File: config.mk
export PLATFORM = sky130hd
export DESIGN_NAME = rx_core
export DESIGN_NICKNAME = d
export VERILOG_FILES = /design/src/rtl/uart_pkg.sv /design/src/rtl/sync_2ff.sv /design/src/rtl/rx_core.sv
export SDC_FILE = /design/constraint.sdc
export NUM_CORES = 1
export LEC_CHECK = 0
export CORE_ASPECT_RATIO = 1.1
export CORE_UTILIZATION = 35
export DETAILED_ROUTE_END_ITERATION = 8
export GPL_ROUTABILITY_DRIVEN = 0
export PLACE_DENSITY_LB_ADDON = 0.12
export SYNTH_ARGS = -nofsm -noshare
export SYNTH_HDL_FRONTEND = slang
export SYNTH_HIERARCHICAL = 1
export SYNTH_SLANG_ARGS = --single-unit
File: constraint.sdc
create_clock -name clk -period 2.1 [get_ports clk]
set_input_delay 0.63 -clock clk [delete_from_list [all_inputs] [get_ports clk]]
set_output_delay 0.63 -clock clk [all_outputs]
set_load 0.01 [all_outputs]
File: src/rtl/uart_pkg.sv
// Shared UART definitions: the FSM state encoding used by rx_core and tx_core,
// default frame parameters, and a counter-width helper.
package uart_pkg;

  typedef enum logic [1:0] {
    IDLE  = 2'b00,
    START = 2'b01,
    DATA  = 2'b10,
    STOP  = 2'b11
  } uart_state_e;

  localparam int DEF_WIDTH          = 8;
  localparam int DEF_SAMPLING_TICKS = 16;

  // Width of a counter that must hold 0..n-1; never narrower than one bit.
  function automatic int cnt_width(input int n);
    return (n > 1) ? $clog2(n) : 1;
  endfunction

endpackage

File: src/rtl/sync_2ff.sv
// Two-flop synchroniser for a single asynchronous input; flops reset to RESET_VAL
// so an idle line never looks like an edge coming out of reset.
module sync_2ff #(
  parameter logic RESET_VAL = 1'b1
) (
  input  logic clk,
  input  logic rst_n,
  input  logic d,
  output logic q
);

  logic meta_p0;

  always_ff @(posedge clk or negedge rst_n) begin
    if (!rst_n) begin
      meta_p0 <= RESET_VAL;
      q       <= RESET_VAL;
    end else begin
      meta_p0 <= d;
      q       <= meta_p0;
    end
  end

endmodule

File: src/rtl/rx_core.sv
// UART receive engine: synchronises rx, validates the start bit at mid-bit,
// shifts in WIDTH data bits LSB-first, checks stop bits and reports via valid/ack.
module rx_core
  import uart_pkg::*;
#(
  parameter int WIDTH          = DEF_WIDTH,
  parameter int SAMPLING_TICKS = DEF_SAMPLING_TICKS,
  parameter int STOP_BITS      = 1
) (
  input  logic             clk,
  input  logic             rst_n,
  input  logic             rx,
  input  logic             baud_tick,
  input  logic             rx_ack,
  output logic [WIDTH-1:0] rx_data_out,
  output logic             rx_valid,
  output logic             rx_pending,
  output logic             rx_busy,
  output logic             frame_err,
  output logic             overrun_err
);

  localparam int BIT_MAX = (WIDTH > STOP_BITS) ? WIDTH : STOP_BITS;
  localparam int BIT_W   = cnt_width(BIT_MAX);
  localparam int BAUD_W  = cnt_width(SAMPLING_TICKS);

  localparam logic [BAUD_W-1:0] MID_CNT   = BAUD_W'(SAMPLING_TICKS / 2 - 1);
  localparam logic [BAUD_W-1:0] END_CNT   = BAUD_W'(SAMPLING_TICKS - 1);
  localparam logic [BIT_W-1:0]  LAST_DATA = BIT_W'(WIDTH - 1);
  localparam logic [BIT_W-1:0]  LAST_STOP = BIT_W'(STOP_BITS - 1);

  logic              rx_s;
  logic              rx_prev;
  logic              fall;
  uart_state_e       state, state_d;
  logic [BAUD_W-1:0] baud_cnt, baud_cnt_d;
  logic [BIT_W-1:0]  bit_cnt, bit_cnt_d;
  logic [WIDTH-1:0]  shift_reg, shift_reg_d;
  logic              stop_err, stop_err_d;
  logic [WIDTH-1:0]  data_d;
  logic              valid_d, pending_d, ferr_d, ovr_d;

  sync_2ff #(.RESET_VAL(1'b1)) u_rx_sync (
    .clk  (clk),
    .rst_n(rst_n),
    .d    (rx),
    .q    (rx_s)
  );

  assign fall    = rx_prev & ~rx_s;
  assign rx_busy = (state != IDLE);

  // Stage boundary: all state and output registers
  always_ff @(posedge clk or negedge rst_n) begin
    if (!rst_n) begin
      rx_prev     <= 1'b1;
      state       <= IDLE;
      baud_cnt    <= '0;
      bit_cnt     <= '0;
      shift_reg   <= '0;
      stop_err    <= 1'b0;
      rx_data_out <= '0;
      rx_valid    <= 1'b0;
      rx_pending  <= 1'b0;
      frame_err   <= 1'b0;
      overrun_err <= 1'b0;
    end else begin
      rx_prev     <= rx_s;
      state       <= state_d;
      baud_cnt    <= baud_cnt_d;
      bit_cnt     <= bit_cnt_d;
      shift_reg   <= shift_reg_d;
      stop_err    <= stop_err_d;
      rx_data_out <= data_d;
      rx_valid    <= valid_d;
      rx_pending  <= pending_d;
      frame_err   <= ferr_d;
      overrun_err <= ovr_d;
    end
  end

  always_comb begin
    state_d     = state;
    baud_cnt_d  = baud_cnt;
    bit_cnt_d   = bit_cnt;
    shift_reg_d = shift_reg;
    stop_err_d  = stop_err;
    data_d      = rx_data_out;
    valid_d     = 1'b0;
    ferr_d      = 1'b0;
    ovr_d       = 1'b0;
    pending_d   = rx_pending & ~rx_ack;

    case (state)
      IDLE: begin
        if (fall) begin
          state_d    = START;
          baud_cnt_d = '0;
        end
      end

      START: begin
        if (baud_tick) begin
          if (baud_cnt == MID_CNT) begin
            // A start bit that is high again at mid-bit was only a glitch.
            if (!rx_s) begin
              state_d    = DATA;
              baud_cnt_d = '0;
              bit_cnt_d  = '0;
              stop_err_d = 1'b0;
            end else begin
              state_d = IDLE;
            end
          end else begin
            baud_cnt_d = baud_cnt + 1'b1;
          end
        end
      end

      DATA: begin
        if (baud_tick) begin
          if (baud_cnt == END_CNT) begin
            baud_cnt_d  = '0;
            shift_reg_d = {rx_s, shift_reg[WIDTH-1:1]};
            if (bit_cnt == LAST_DATA) begin
              state_d   = STOP;
              bit_cnt_d = '0;
            end else begin
              bit_cnt_d = bit_cnt + 1'b1;
            end
          end else begin
            baud_cnt_d = baud_cnt + 1'b1;
          end
        end
      end

      STOP: begin
        if (baud_tick) begin
          if (baud_cnt == END_CNT) begin
            baud_cnt_d = '0;
            if (bit_cnt == LAST_STOP) begin
              // Leave at mid-stop so the next start edge is not missed.
              state_d = IDLE;
              if (stop_err || !rx_s) begin
                ferr_d = 1'b1;
              end else begin
                data_d    = shift_reg;
                valid_d   = 1'b1;
                pending_d = 1'b1;
                ovr_d     = rx_pending & ~rx_ack;
              end
            end else begin
              bit_cnt_d  = bit_cnt + 1'b1;
              stop_err_d = stop_err | ~rx_s;
            end
          end else begin
            baud_cnt_d = baud_cnt + 1'b1;
          end
        end
      end

      default: state_d = IDLE;
    endcase
  end

endmodule

# == Word-level counts from Yosys, hierarchy flattened ==
# Index checks and enable logic that the tools add are counted.
# W data, S select, Z words.
# op_classes
addsub,2
eq_ne,19
muxes,55
bitwise_logic,6
n_reduce_logical,14
# ops
operator,count
$mux W3,9
$mux W1,26
$mux W4,6
$ne A2 B2 Y1 const B,11
$mux W2,10
$reduce_and A9 Y1,2
$pmux W4 S3,1
$pmux W3 S3,1
$pmux W2 S4,1
$reduce_and A7 Y1,1
$reduce_and A5 Y1,1
$add A4 B1 Y4 const B,1
$eq A2 B2 Y1 const B,2
$eq A4 B3 Y1 const B,1
$eq A4 B4 Y1 const B,1
$reduce_and A4 Y1,1
$reduce_bool A2 Y1,2
$add A3 B1 Y3 const B,1
$eq A3 B3 Y1 const B,1
$logic_not A3 Y1,1
$ne A3 B3 Y1 const B,1
$not A1 Y1,3
$reduce_and A3 Y1,1
$reduce_bool A3 Y1,1
other kinds (9),10
# totals
ff_bits,33
input_bits,5
out_inout_bits,13
elab_cells,109

# == Depth between registers and ports, before layout ==
# depth
ltp_word,7
ltp_mapped,6
ltp_nobuf,6

# == Hierarchy ==
# Netlist, hierarchy kept.
# modules_own_cells
mod,instances,cells_each,area_per_inst_um2,seq_area_each_um2
rx_core,1,121,1437.6,777.0
sync_2ff,1,2,52.6,52.6

# == Worst setup path after synthesis ==
# Ideal clock, no wire load.
# synth_path
path_type,flip-flop to flip-flop
from,register bit_cnt[0]
to,register rx_data_out[0]
setup_ns,0.125
t_arrival_ns,1.609
required_ns,1.975
setup_slack_ns,0.366
stages_incl_launch_ff,6
path_buffers,0
synth_period_minus_slack_ns,1.734
path_cell_list,dfrtp_1 -> inv_1 -> ha_1 -> nand3b_1 -> nor4_4 -> mux2_2
# synth_via
elab_chain_cells,2
# synth_lines
element,line_no,text
from (decl),rx_core.sv:37,"logic [BIT_W-1:0] bit_cnt, bit_cnt_d;"
from (signal assigned),rx_core.sv:71,bit_cnt <= bit_cnt_d;
$logic_not A3 Y1,rx_core.sv:141,if (bit_cnt == LAST_STOP) begin
$reduce_and A5 Y1 (no source line),--,
to (signal assigned),rx_core.sv:74,rx_data_out <= data_d;
to (decl),rx_core.sv:15,"output logic [WIDTH-1:0] rx_data_out,"
# Every way passes these cells.
# A chain may end at the register's enable or synchronous reset.

==> flow_summary.yaml <==
power:
  ir_drop_mv: 0.471
  leakagePower_uw: 0.000849
  powerDensity_nw_per_um2: 828
  finalPower_uw: 1560
setup_path:
  worstPathCellList: "nor2_2 -> inv_1 -> clkdlybuf4s50_1"
  path_class: "reg2out"
  crit_required_ns: 1.47
  endpoint_kind: "output port"
  cpPeakStageDelay_ns: 0.47
  slowest_stage: "clkdlybuf4s50_1"
  critPathMaxFanout: 6
  cp-start-kind: "flop"
  arrival_ns: 1.39
sta:
  setup_viol: 0
  rsz0062_at_grt: "false"
  setup_tns_ns: 0
  finalHoldViolations: 0
  relSlewSlack_pct: 66.9
  fmax_ghz: 0.495
  slew_viol_final: 0
  worst_pin_slew_ns: 0.494
  finalCritPeriodShare_pct: 96.2
  fin_worst_skew_ns: 0.00426
  min_period_ns: 2.02
detailed_routing:
  drcViolationCount: 0
  drtPass1Iterations: 4
  viasPerCell: 4.99
  wirelength_mm: 2.69
  ant_nets: 0
  initialDrtViolationCount: 43
  via_count: 1023
  wl_per_cell_um: 13.1
clock_tree:
  cts_tree: "yes"
  cts.reportedPaths.clkPinSlew_ns: 0.07
  clockRootBuffer: "clkbuf_8"
  cts.sink_count: 33
  ctsHoldBuffers: 0
  numCtsBuffers: 5
  cts_buffer_depth: 2
  clock_latency_ns: 0.28
  cts_setup_buffers: 0
  htreeDepth: 2
  cts_resized: 0
cells_and_area:
  post-route-util_pct: 46.8
  drive_above_1_share_pct: 24.8
  n_antenna_cell: 0
  syn_to_final_growth_pct: 26.4
  final_nets: 161
yosys:
  ys_ff_latch: 33
  yosys_warnings: 6
  ys_seq_area_share_pct: 55.7
  synth_fa_ha_area_share_pct: 3.36
  synthTopCellsByCount: "dfrtp_1 (30), mux2_2 (16)"
  syn-cell-area_um2: 1490
  synth_nets: 132
  synth_top_family_by_area: "simple AND/OR/NAND/NOR gates"
  avgSynthCellArea_um2: 12.1
  synth_xor_area_share_pct: 0
  async_flop_share_pct: 100
  yosys.area.top_type_share_pct: 50.4
  yosysTopAreaCell: "dfrtp_1"
  synth_compound_gate_area_share_pct: 8.73
  ys.flop_type: "dfrtp_1"
  synth_edf_count: 0
  syn_inst: 123
  ys_top_cells_by_area: "dfrtp_1 (50%), mux2_2 (12%), dfstp_2 (5.3%)"
  muxShareOfSynthArea_pct: 12.8
  post-synth-top-count-cell: "dfrtp_1"
  ys_types: 37
  synth_simple_gate_area_share_pct: 16.4
grt:
  antenna_found_initial: 0
  met3_usage_pct: 5.23
  grt_use_total_pct: 13.9
  grt_pass1_vias: 1016
  grtUsageMet2_pct: 20.8
  overflow: 0
  grt_use_met1_pct: 17.5
  grt_max_degree: 34
  grt_pass1_wl_mm: 4.69
  busiest_layer: "met2"
placement:
  numPortBuffers: 17
  post-dp-hpwl_mm: 1.87
floorplan:
  core_um2: 4020
  die_x_um: 64.2
  die_height_um: 70.4
  initial_core_util_pct: 37.0
  fp.dieArea_um2: 4520
  num_rows: 24
  io_pins: 18
flow_run:
  drv_cap: 0
hold_path:
  hp-class: "reg2reg"
run_status:
  status: "finished clean"
## routing by layer
layer / routed length [um] / part of all wire, %
met2: 1260 / 47
met5: 0 / 0
met1: 1260 / 47
met3: 131 / 4.9
met4: 42 / 1.6
## per-stage QoR
stage / cell area (um2) / instances / hold slack, ns / setup slack, ns
finish: 1880 / 205 / 0.359 / 0.0796
global route: 1880 / 205 / 0.360 / 0.0230
CTS: 1880 / 205 / 0.359 / 0.0329
detailed placement: 1770 / 197 / 0.349 / -0.120
global placement: 1770 / 197 / 0.346 / -0.0865
floorplan: 1490 / 123 / 0.334 / 0.366
## power breakdown
group | internal (uW) | switching [uW]
Combinational | 119 | 137
Sequential | 669 | 30.4
Clock | 386 | 219
## cells by family after synthesis
logic type      count (synthesis)
fa+ha+maj                       4
flops                          33
buf+inv                        10
compound gates                 20
simple gates                   39
mux                            17
## cell usage in the layout (no fill, tap or decap), drive strengths merged
| cell | count |
|---|---|
| nor2 | 4 |
| o31ai | 1 |
| a211o | 1 |
| or4b | 1 |
| clkdlybuf4s50 | 17 |
| dfrtp | 30 |
| nor4 | 1 |
| nor4bb | 1 |
| inv | 7 |
| or3 | 2 |
| and3b | 1 |
| clkbuf | 7 |
| or4 | 1 |
| buf | 8 |
| a211oi | 1 |
| ha | 4 |
| a21o | 2 |
| a311oi | 1 |
| o21ai | 7 |
| nand2b | 7 |
| mux2i | 1 |
| dfstp | 3 |
| a22o | 1 |
| nand3 | 6 |
| o22ai | 1 |
| nor2b | 1 |
| a31o | 1 |
| nor4b | 1 |
| a2111oi | 1 |
| and2 | 1 |
| mux2 | 16 |
| bufinv | 1 |
| nand4b | 1 |
| and3 | 1 |
| nand3b | 1 |
| a21oi | 3 |
| nand2 | 7 |
| nor3 | 2 |
## final cells by class
class	instances	area (um2)
Fill cell	379	2140
Sequential cell	33	830
Multi-Input combinational cell	80	617
Timing Repair Buffer	25	230
Clock buffer	7	86.3
Tap cell	52	65.1
Clock inverter	1	30.0
Inverter	7	26.3
## path summary, 6_finish.rpt
kind                                        startpoint                     end  slack [ns]  cells after the start
max reg2reg                                       flop  bit_cnt[0]$_DFFE_PN0P_        0.23                      5
max in group asynchronous                        rst_n   u_rx_sync/q$_DFF_PN1_        1.01                      2
max                                               flop                 rx_busy        0.08                      3
min in group asynchronous                        rst_n  bit_cnt[0]$_DFFE_PN0P_        0.75                      2
min                        u_rx_sync/meta_p0$_DFF_PN1_   u_rx_sync/q$_DFF_PN1_        0.36                      0
min reg2reg                u_rx_sync/meta_p0$_DFF_PN1_   u_rx_sync/q$_DFF_PN1_        0.36                      0
## worst max-delay path, delay by kind of cell (launching register included)
family | cells | cell delay, ns
flops | 1 | 0.44
simple gates | 1 | 0.13
buf+inv | 2 | 0.53
(Power assumes the default switching activity.)
